==> src/rtl/ula_pkg.sv <==
// Shared types and constants for the ALU operand sequencer.
package ula_pkg;

    localparam int W_DEFAULT = 6;

    // Arithmetic opcodes (alu_modo = 0)
    localparam logic [2:0] OP_ADD = 3'd0;
    localparam logic [2:0] OP_SUB = 3'd1;
    localparam logic [2:0] OP_INC = 3'd2;
    localparam logic [2:0] OP_DEC = 3'd3;

    // Logic opcodes (alu_modo = 1)
    localparam logic [2:0] OP_AND = 3'd0;
    localparam logic [2:0] OP_OR  = 3'd1;
    localparam logic [2:0] OP_XOR = 3'd2;
    localparam logic [2:0] OP_NOT = 3'd3;

    // Encodings double as the state_dbg value
    typedef enum logic [2:0] {
        ST_LOAD_A  = 3'd0,
        ST_LOAD_B  = 3'd1,
        ST_LOAD_OP = 3'd2,
        ST_WAIT    = 3'd3,
        ST_DONE    = 3'd4
    } state_t;

    // Settle counter width; a one-cycle settle still needs a 1-bit counter
    function automatic int cnt_width(input int settle);
        return (settle > 1) ? $clog2(settle) : 1;
    endfunction

endpackage

==> src/rtl/ula_edge_detect.sv <==
// Rising-edge detector for the debounced enter key.
module ula_edge_detect (
    input  logic CLOCK_50,
    input  logic reset,
    input  logic level,
    output logic pulse
);

    logic r_level_q;

    // The delayed copy keeps tracking the key through reset, so a key held
    // across reset release is not mistaken for a fresh press.
    always_ff @(posedge CLOCK_50) begin
        r_level_q <= level;
    end

    assign pulse = level & ~r_level_q & ~reset;

endmodule

==> src/rtl/ula_sequencer.sv <==
// Loads A, B and opcode on successive key presses, holds them stable for the
// ALU to settle, then captures and displays the ALU outputs.
//
// state      | meaning
// LOAD_A     | waiting for press to load operand A
// LOAD_B     | waiting for press to load operand B
// LOAD_OP    | waiting for press to load opcode and class
// WAIT       | operands held, counting settle cycles
// DONE       | captured result displayed, press returns to LOAD_A
module ula_sequencer
    import ula_pkg::*;
#(
    parameter int SETTLE_CYCLES = 3,
    parameter int W             = W_DEFAULT
) (
    input  logic         CLOCK_50,
    input  logic         reset,
    input  logic [W-1:0] data_in,
    input  logic         modo_in,
    input  logic         enter,
    output logic [W-1:0] alu_a,
    output logic [W-1:0] alu_b,
    output logic [2:0]   alu_op,
    output logic         alu_modo,
    input  logic [W-1:0] alu_result,
    input  logic         alu_overflow,
    input  logic         alu_zero,
    output logic [W-1:0] res,
    output logic         res_overflow,
    output logic         res_zero,
    output logic         res_valid,
    output logic         busy,
    output logic [2:0]   state_dbg
);

    localparam int CNT_W = cnt_width(SETTLE_CYCLES);
    localparam logic [CNT_W-1:0] CNT_LAST = CNT_W'(SETTLE_CYCLES - 1);

    state_t           r_state;
    logic [CNT_W-1:0] r_cnt;
    logic [W-1:0]     r_alu_a;
    logic [W-1:0]     r_alu_b;
    logic [2:0]       r_alu_op;
    logic             r_alu_modo;
    logic [W-1:0]     r_res;
    logic             r_res_overflow;
    logic             r_res_zero;
    logic             r_res_valid;
    logic             r_busy;
    logic             w_press;

    ula_edge_detect u_edge (
        .CLOCK_50 (CLOCK_50),
        .reset    (reset),
        .level    (enter),
        .pulse    (w_press)
    );

    // Sequencer FSM; every output is a register updated here.
    always_ff @(posedge CLOCK_50) begin
        if (reset) begin
            r_state        <= ST_LOAD_A;
            r_cnt          <= '0;
            r_alu_a        <= '0;
            r_alu_b        <= '0;
            r_alu_op       <= '0;
            r_alu_modo     <= 1'b0;
            r_res          <= '0;
            r_res_overflow <= 1'b0;
            r_res_zero     <= 1'b0;
            r_res_valid    <= 1'b0;
            r_busy         <= 1'b0;
        end else begin
            case (r_state)
                ST_LOAD_A: begin
                    if (w_press) begin
                        r_alu_a <= data_in;
                        r_state <= ST_LOAD_B;
                    end
                end
                ST_LOAD_B: begin
                    if (w_press) begin
                        r_alu_b <= data_in;
                        r_state <= ST_LOAD_OP;
                    end
                end
                ST_LOAD_OP: begin
                    if (w_press) begin
                        r_alu_op   <= data_in[2:0];
                        r_alu_modo <= modo_in;
                        r_cnt      <= '0;
                        r_busy     <= 1'b1;
                        r_state    <= ST_WAIT;
                    end
                end
                ST_WAIT: begin
                    // Presses are dropped here; nothing is remembered for later.
                    r_cnt <= r_cnt + 1'b1;
                    if (r_cnt == CNT_LAST) begin
                        r_res          <= alu_result;
                        r_res_overflow <= alu_overflow;
                        r_res_zero     <= alu_zero;
                        r_res_valid    <= 1'b1;
                        r_busy         <= 1'b0;
                        r_state        <= ST_DONE;
                    end
                end
                ST_DONE: begin
                    if (w_press) begin
                        r_res_valid <= 1'b0;
                        r_state     <= ST_LOAD_A;
                    end
                end
                default: begin
                    r_res_valid <= 1'b0;
                    r_busy      <= 1'b0;
                    r_state     <= ST_LOAD_A;
                end
            endcase
        end
    end

    assign alu_a        = r_alu_a;
    assign alu_b        = r_alu_b;
    assign alu_op       = r_alu_op;
    assign alu_modo     = r_alu_modo;
    assign res          = r_res;
    assign res_overflow = r_res_overflow;
    assign res_zero     = r_res_zero;
    assign res_valid    = r_res_valid;
    assign busy         = r_busy;
    assign state_dbg    = r_state;

endmodule

==> config.mk <==
export PLATFORM = sky130hd
export DESIGN_NAME = ula_sequencer
export DESIGN_NICKNAME = d
export VERILOG_FILES = /design/src/rtl/ula_pkg.sv /design/src/rtl/ula_edge_detect.sv /design/src/rtl/ula_sequencer.sv
export SDC_FILE = /design/constraint.sdc
export NUM_CORES = 1
export LEC_CHECK = 0
export ABC_CLOCK_PERIOD_IN_PS = 2500
export CAP_MARGIN = 20
export CELL_PAD_IN_SITES_DETAIL_PLACEMENT = 0
export CELL_PAD_IN_SITES_GLOBAL_PLACEMENT = 1
export CORE_AREA = 3 3 65 67
export DETAILED_ROUTE_END_ITERATION = 10
export DIE_AREA = 0 0 68 70
export GPL_ROUTABILITY_DRIVEN = 1
export PLACE_DENSITY_LB_ADDON = 0.1
export SETUP_SLACK_MARGIN = 0.05
export SKIP_CTS_REPAIR_TIMING = 1
export SLEW_MARGIN = 30
export SYNTH_ARGS = -nofsm -noshare
export SYNTH_HDL_FRONTEND = slang
export SYNTH_SLANG_ARGS = --single-unit
==> constraint.sdc <==
create_clock -name CLOCK_50 -period 2.5 [get_ports CLOCK_50]
set_clock_uncertainty 0.1 [all_clocks]
set_input_delay 0.5 -clock CLOCK_50 [delete_from_list [all_inputs] [get_ports CLOCK_50]]
set_output_delay 0.5 -clock CLOCK_50 [all_outputs]
set_load 0.01 [all_outputs]
Yosys cells after proc, flatten, opt, wreduce, memory -nomap -nowiden:

Cells that the tools add are included.

* output and inout bits: 29
* input bits: 18
* register bits: 32
* word-level logic and storage cells: 55

* bitwise logic cells: 6
* muxes and demuxes: 14
* add/subtract/negate cells: 1
* reduce and logical (&&, ||, !) cells: 12
* equal/unequal tests: 10

Operators with widths (number)
* 2-to-1 mux 3 bit: 5
* one-hot mux 3 bit (5 select lines): 1
* AND reduction 2 bit: 5
* != test 2 x 1 -> 1 bit (second input constant): 4
* == test 3 x 2 -> 1 bit (second input constant): 2
* one-hot mux 1 bit (3 select lines): 2
* AND reduction 3 bit: 2
* OR reduction 3 bit: 2
* AND reduction 5 bit: 1
* 2-to-1 mux 1 bit: 4
* inverter 1 bit: 4
* one-hot mux 2 bit (2 select lines): 1
* == test 3 x 1 -> 1 bit (second input constant): 1
* == test 3 bit (second input constant): 1
* zero test 3 bit: 1
* adder 2 x 1 -> 2 bit (second input constant): 1
* bitwise AND 1 bit: 2
* == test 2 bit (second input constant): 1
* 2-to-1 mux 2 bit: 1
* != test 2 bit (second input constant): 1
* nonzero test 2 bit: 1

Longest topological paths before layout:

* depth in word-level cells: 5
* depth in mapped cells: 7
* gate-level depth less buffers: 6

By module:

A second synthesis with hierarchy kept.

* cells, all modules: 133
* area, all modules: 1256.2 sq um

By module, submodules not included
* ula_sequencer: cells each 131, instances 1, area an instance 1223.7 sq um, seq. area each 620.6 sq um
* ula_edge_detect: cells each 2, instances 1, area an instance 32.5 sq um, seq. area each 20.0 sq um

Least setup slack after synthesis:

Ideal clock, no wire load.

* kind: input port to flip-flop
* from: input port reset
* to: register r_alu_a[5] (netlist: alu_a[5])
* buffers on the path: 1
* data arrival time: 1.610 ns
* cell stages on the path: 5
* path slack: 0.663 ns
* data required time: 2.272 ns
* library setup time: 0.128 ns
* cells stage by stage: buf_6 > nor4b_4 > nor3b_4 > mux2i_1 > nor2_1

* longest elaborated chain between the ends: 3

RTL lines
* start, declared: line ula_sequencer.sv:17 `input logic reset,`
* inverter 1 bit: line ula_edge_detect.sv:17 `assign pulse = level & ~r_level_q & ~reset;`
* bitwise AND 1 bit: line ula_edge_detect.sv:17
* AND reduction 2 bit (no line)
* end signal, assigned: line ula_sequencer.sv:77 `r_alu_a <= data_in;`
* end, declared: line ula_sequencer.sv:41 `logic [W-1:0] r_alu_a;`

Parallel ways exist; a longest one is shown, timed or not.
A chain may end at the register's enable or synchronous reset.

Final worst setup path:

* from: register r_state[0] (netlist: state_dbg[0])
* to: output port state_dbg[0]

RTL lines
* start, declared: line ula_sequencer.sv:39 `state_t r_state;`
* start signal, assigned: line ula_sequencer.sv:62 `r_state <= ST_LOAD_A;`
* start signal, assigned: line ula_sequencer.sv:78 `r_state <= ST_LOAD_B;`
* start signal, assigned: line ula_sequencer.sv:84 `r_state <= ST_LOAD_OP;`
* end, declared: line ula_sequencer.sv:33 `output logic [2:0] state_dbg`

No word-level cell between the ends.

==> results.md <==
- Htree depth: 2
- Syn Std Cell Area: 0.00126 mm²
- Worst path bufs/invs: 1
- Number of synthesized flops with an enable pin: 0
- CTS root buffer: clkbuf_8
- Syn Inst Count: 137
- Input/output buffers: 46
- Crit path DAT: 1.52 ns
- Net Switching: 0.000216 W
- Slew Limit Fails: 0
- Most common cell in the netlist: dfxtp_1
- Clock Path Buffers: 2
- Worst-skew pair later-pin latency: 0.27 ns
- Inserted Clock Buffers: 5
- Global-route wire length before repair: 4790 µm
- Synth top area share: 0.510
- Die ar.: 0.00476 mm²
- Final setup violation count: 0
- Core ar.: 0.00369 mm²
- Min-Delay Path Class: flip-flop to flip-flop
- Synthesized area per cell: 9.17 µm²
- Drt total wl: 2790 µm
- Sw Share: 0.217
- Hold Vio Cnt, Final: 0
- R2R Path Start: state_dbg[0]$_SDFFE_PP0P_
- Nets: 205
- Drt via density: 4.52
- Post-synth ARST share: 0
- Maximum VDD drop: 0.000401 V
- Post-DRT Antenna Nets: 0
- Synth area leader: dfxtp_1
- Tcrit/Tclk final: 0.847
- Sequential share of power: 0.524
- CTS tree: done
- Largest net degree at the start of global routing: 20
- CP endpoint kind: output port
- Worst-path clk slew: 0.07 ns
- Critical path class: flip-flop to output port
- CTS Sinks: 32
- Chip width: 68 µm
- Final HPWL from detailed placement: 2060 µm
- Power share of the clock group: 0.400
- DR WL/cell: 11.9 µm
- 1st-pass router iterations: 3
- Vias in the first global route: 1048
- Grt peak-use layer: met2
- Fillers: 356
- Rows: 22
- Leak pwr: 0.686 nW
- PD cells: 535 mW/mm²
- Distinct cells, synth: 28
- Layout cells sized above 1: 0.0802
- Synth Register Bits: 32
- Critical hold path startpoint: res[0]$_SDFFE_PP0P_
- Critical Path RT: 1.90 ns
- Initial DRC count: 50
- ANT cells: 0
- Rel. slew slack: 0.604
- Initial antenna violation count: 0
- Setup TNS: 0 ns
- Residual DRC: 0
- Crit path max-delay cell type: clkdlybuf4s50_1
- Final Instance Area: 0.00186 mm²
- Max-cap viol count: 0
- Total global routing overflow: 0
- Comb pwr share: 0.076
- P_int: 0.000781 W
- GP Congestion: 0.752
- Worst path max stage delay: 0.63 ns
- Crit-path cells: clkdlybuf4s50_1
- Most used DFF post-synth: dfxtp_1
- Fmax: 0.472 GHz
- Tmin final: 2.12 ns
- Top cells by area, synth: dfxtp_1 (51%), mux2i_1 (10%), a21oi_1 (6.8%)
- Syn nets: 156
- Seq/Total Area, Yosys: 0.510
- GRT Util Overall: 0.131
- CP Launch Type: flip-flop
- Die Span Y: 70 µm
- Worst setup path start: state_dbg[0]$_SDFFE_PP0P_
- GR met3 Demand/Resource: 0.0370
- Status: complete, no violations
- RSZ-0062 raised after global routing: no
- Synthesis Warnings: 0
- Crit path max fanout: 15
- Area after DPL: 0.00177 mm²
- Starting density of the core: 0.341
- I/O pin total: 47
- Area Growth Syn to Fin: 48.3%
- Via count: 1063
- GR Util met2: 0.197
- Crit path max-delay family: buffers and inverters
- Met1 Use GR: 0.168
- Post-synth top cells: dfxtp_1 (32), nand2_1 (21), a21oi_1 (17)
- Tightest Pin Transition: 0.593 ns
## cell usage in the layout, fill, tap and decap left out
cell,n
clkdlybuf4s50_1,46
dfxtp_1,32
nand2_1,21
a21oi_1,17
nor2_1,16
mux2i_1,13
clkbuf_8,6
nand3_1,5
buf_4,5
nand2b_1,3
inv_1,2
nand3b_1,2
and3_1,2
clkinv_2,2
nor3b_1,1
nor2b_1,1
o21ai_0,1
nor4b_4,1
nor3_1,1
nor4_1,1
nor3b_4,1
nor4b_1,1
a22o_1,1
a211oi_1,1
or3_1,1
o22ai_1,1
o211ai_1,1
a221oi_1,1
ha_1,1
## per-stage QoR
stage          utilization  hold slack, ns  worst slack [ns]  power (W)  instances
3_5_place_dp         0.480           0.346             0.166   0.000610        227
5_1_grt              0.505           0.381             0.279    0.00104        235
6_report             0.505           0.354             0.383   0.000997        235
4_1_cts              0.505           0.356             0.351    0.00102        235
3_3_place_gp         0.480           0.341             0.187   0.000610        227
2_1_floorplan            -           0.359             0.663   0.000564        137
## area by class of cell
cell class | count | area [µm²] | area share
Sequential cell | 32 | 641 | 0.344
Multi-Input combinational cell | 94 | 564 | 0.303
Timing Repair Buffer | 51 | 498 | 0.267
Clock buffer | 6 | 82.6 | 0.0443
Tap cell | 48 | 60.1 | 0.0322
Clock inverter | 2 | 10.0 | 0.00537
Inverter | 2 | 7.51 | 0.00403
## kinds of logic after synthesis
kind of cell / share of synthesized area
AND/OR/NAND/NOR: 0.233
adder cells (fa/ha/maj): 0.00996
multiplexers: 0.104
buffers and inverters: 0.0408
AO/OA/AOI/OAI: 0.103
flip-flops: 0.510
## routing by layer
metal	part of all wire	wire length, µm
met5	0	0
met4	0.0086	24
met3	0.066	183
met2	0.45	1260
met1	0.47	1320
## state kept, by name, summed over array words and instances (netlist names)
signal / cells
state_dbg: 3
busy: 1
alu_op: 3
alu_a: 6
res_overflow: 1
res_zero: 1
alu_modo: 1
r_cnt: 2
alu_b: 6
res_valid: 1
res: 6
u_edge.r_level_q: 1
## power groups by stage
stage / combinational [W] / clock, W / sequential [W]
finish: 0.0000758 / 0.000399 / 0.000523
global route: 0.0000819 / 0.000435 / 0.000523
CTS: 0.0000768 / 0.000416 / 0.000523
detailed placement: 0.0000761 / 0 / 0.000534
global placement: 0.0000758 / 0 / 0.000534
floorplan: 0.0000303 / 0 / 0.000534
## worst paths after layout
check,to,slack (ns),depth (start not counted)
hold / removal,res[0]$_SDFFE_PP0P_,0.35,2
setup reg to reg,alu_a[4]$_SDFFE_PP0P_,0.72,4
hold reg to reg,res[0]$_SDFFE_PP0P_,0.35,2
setup / recovery,state_dbg[0],0.38,1
No activity file was read; power rests on OpenSTA's default activity.
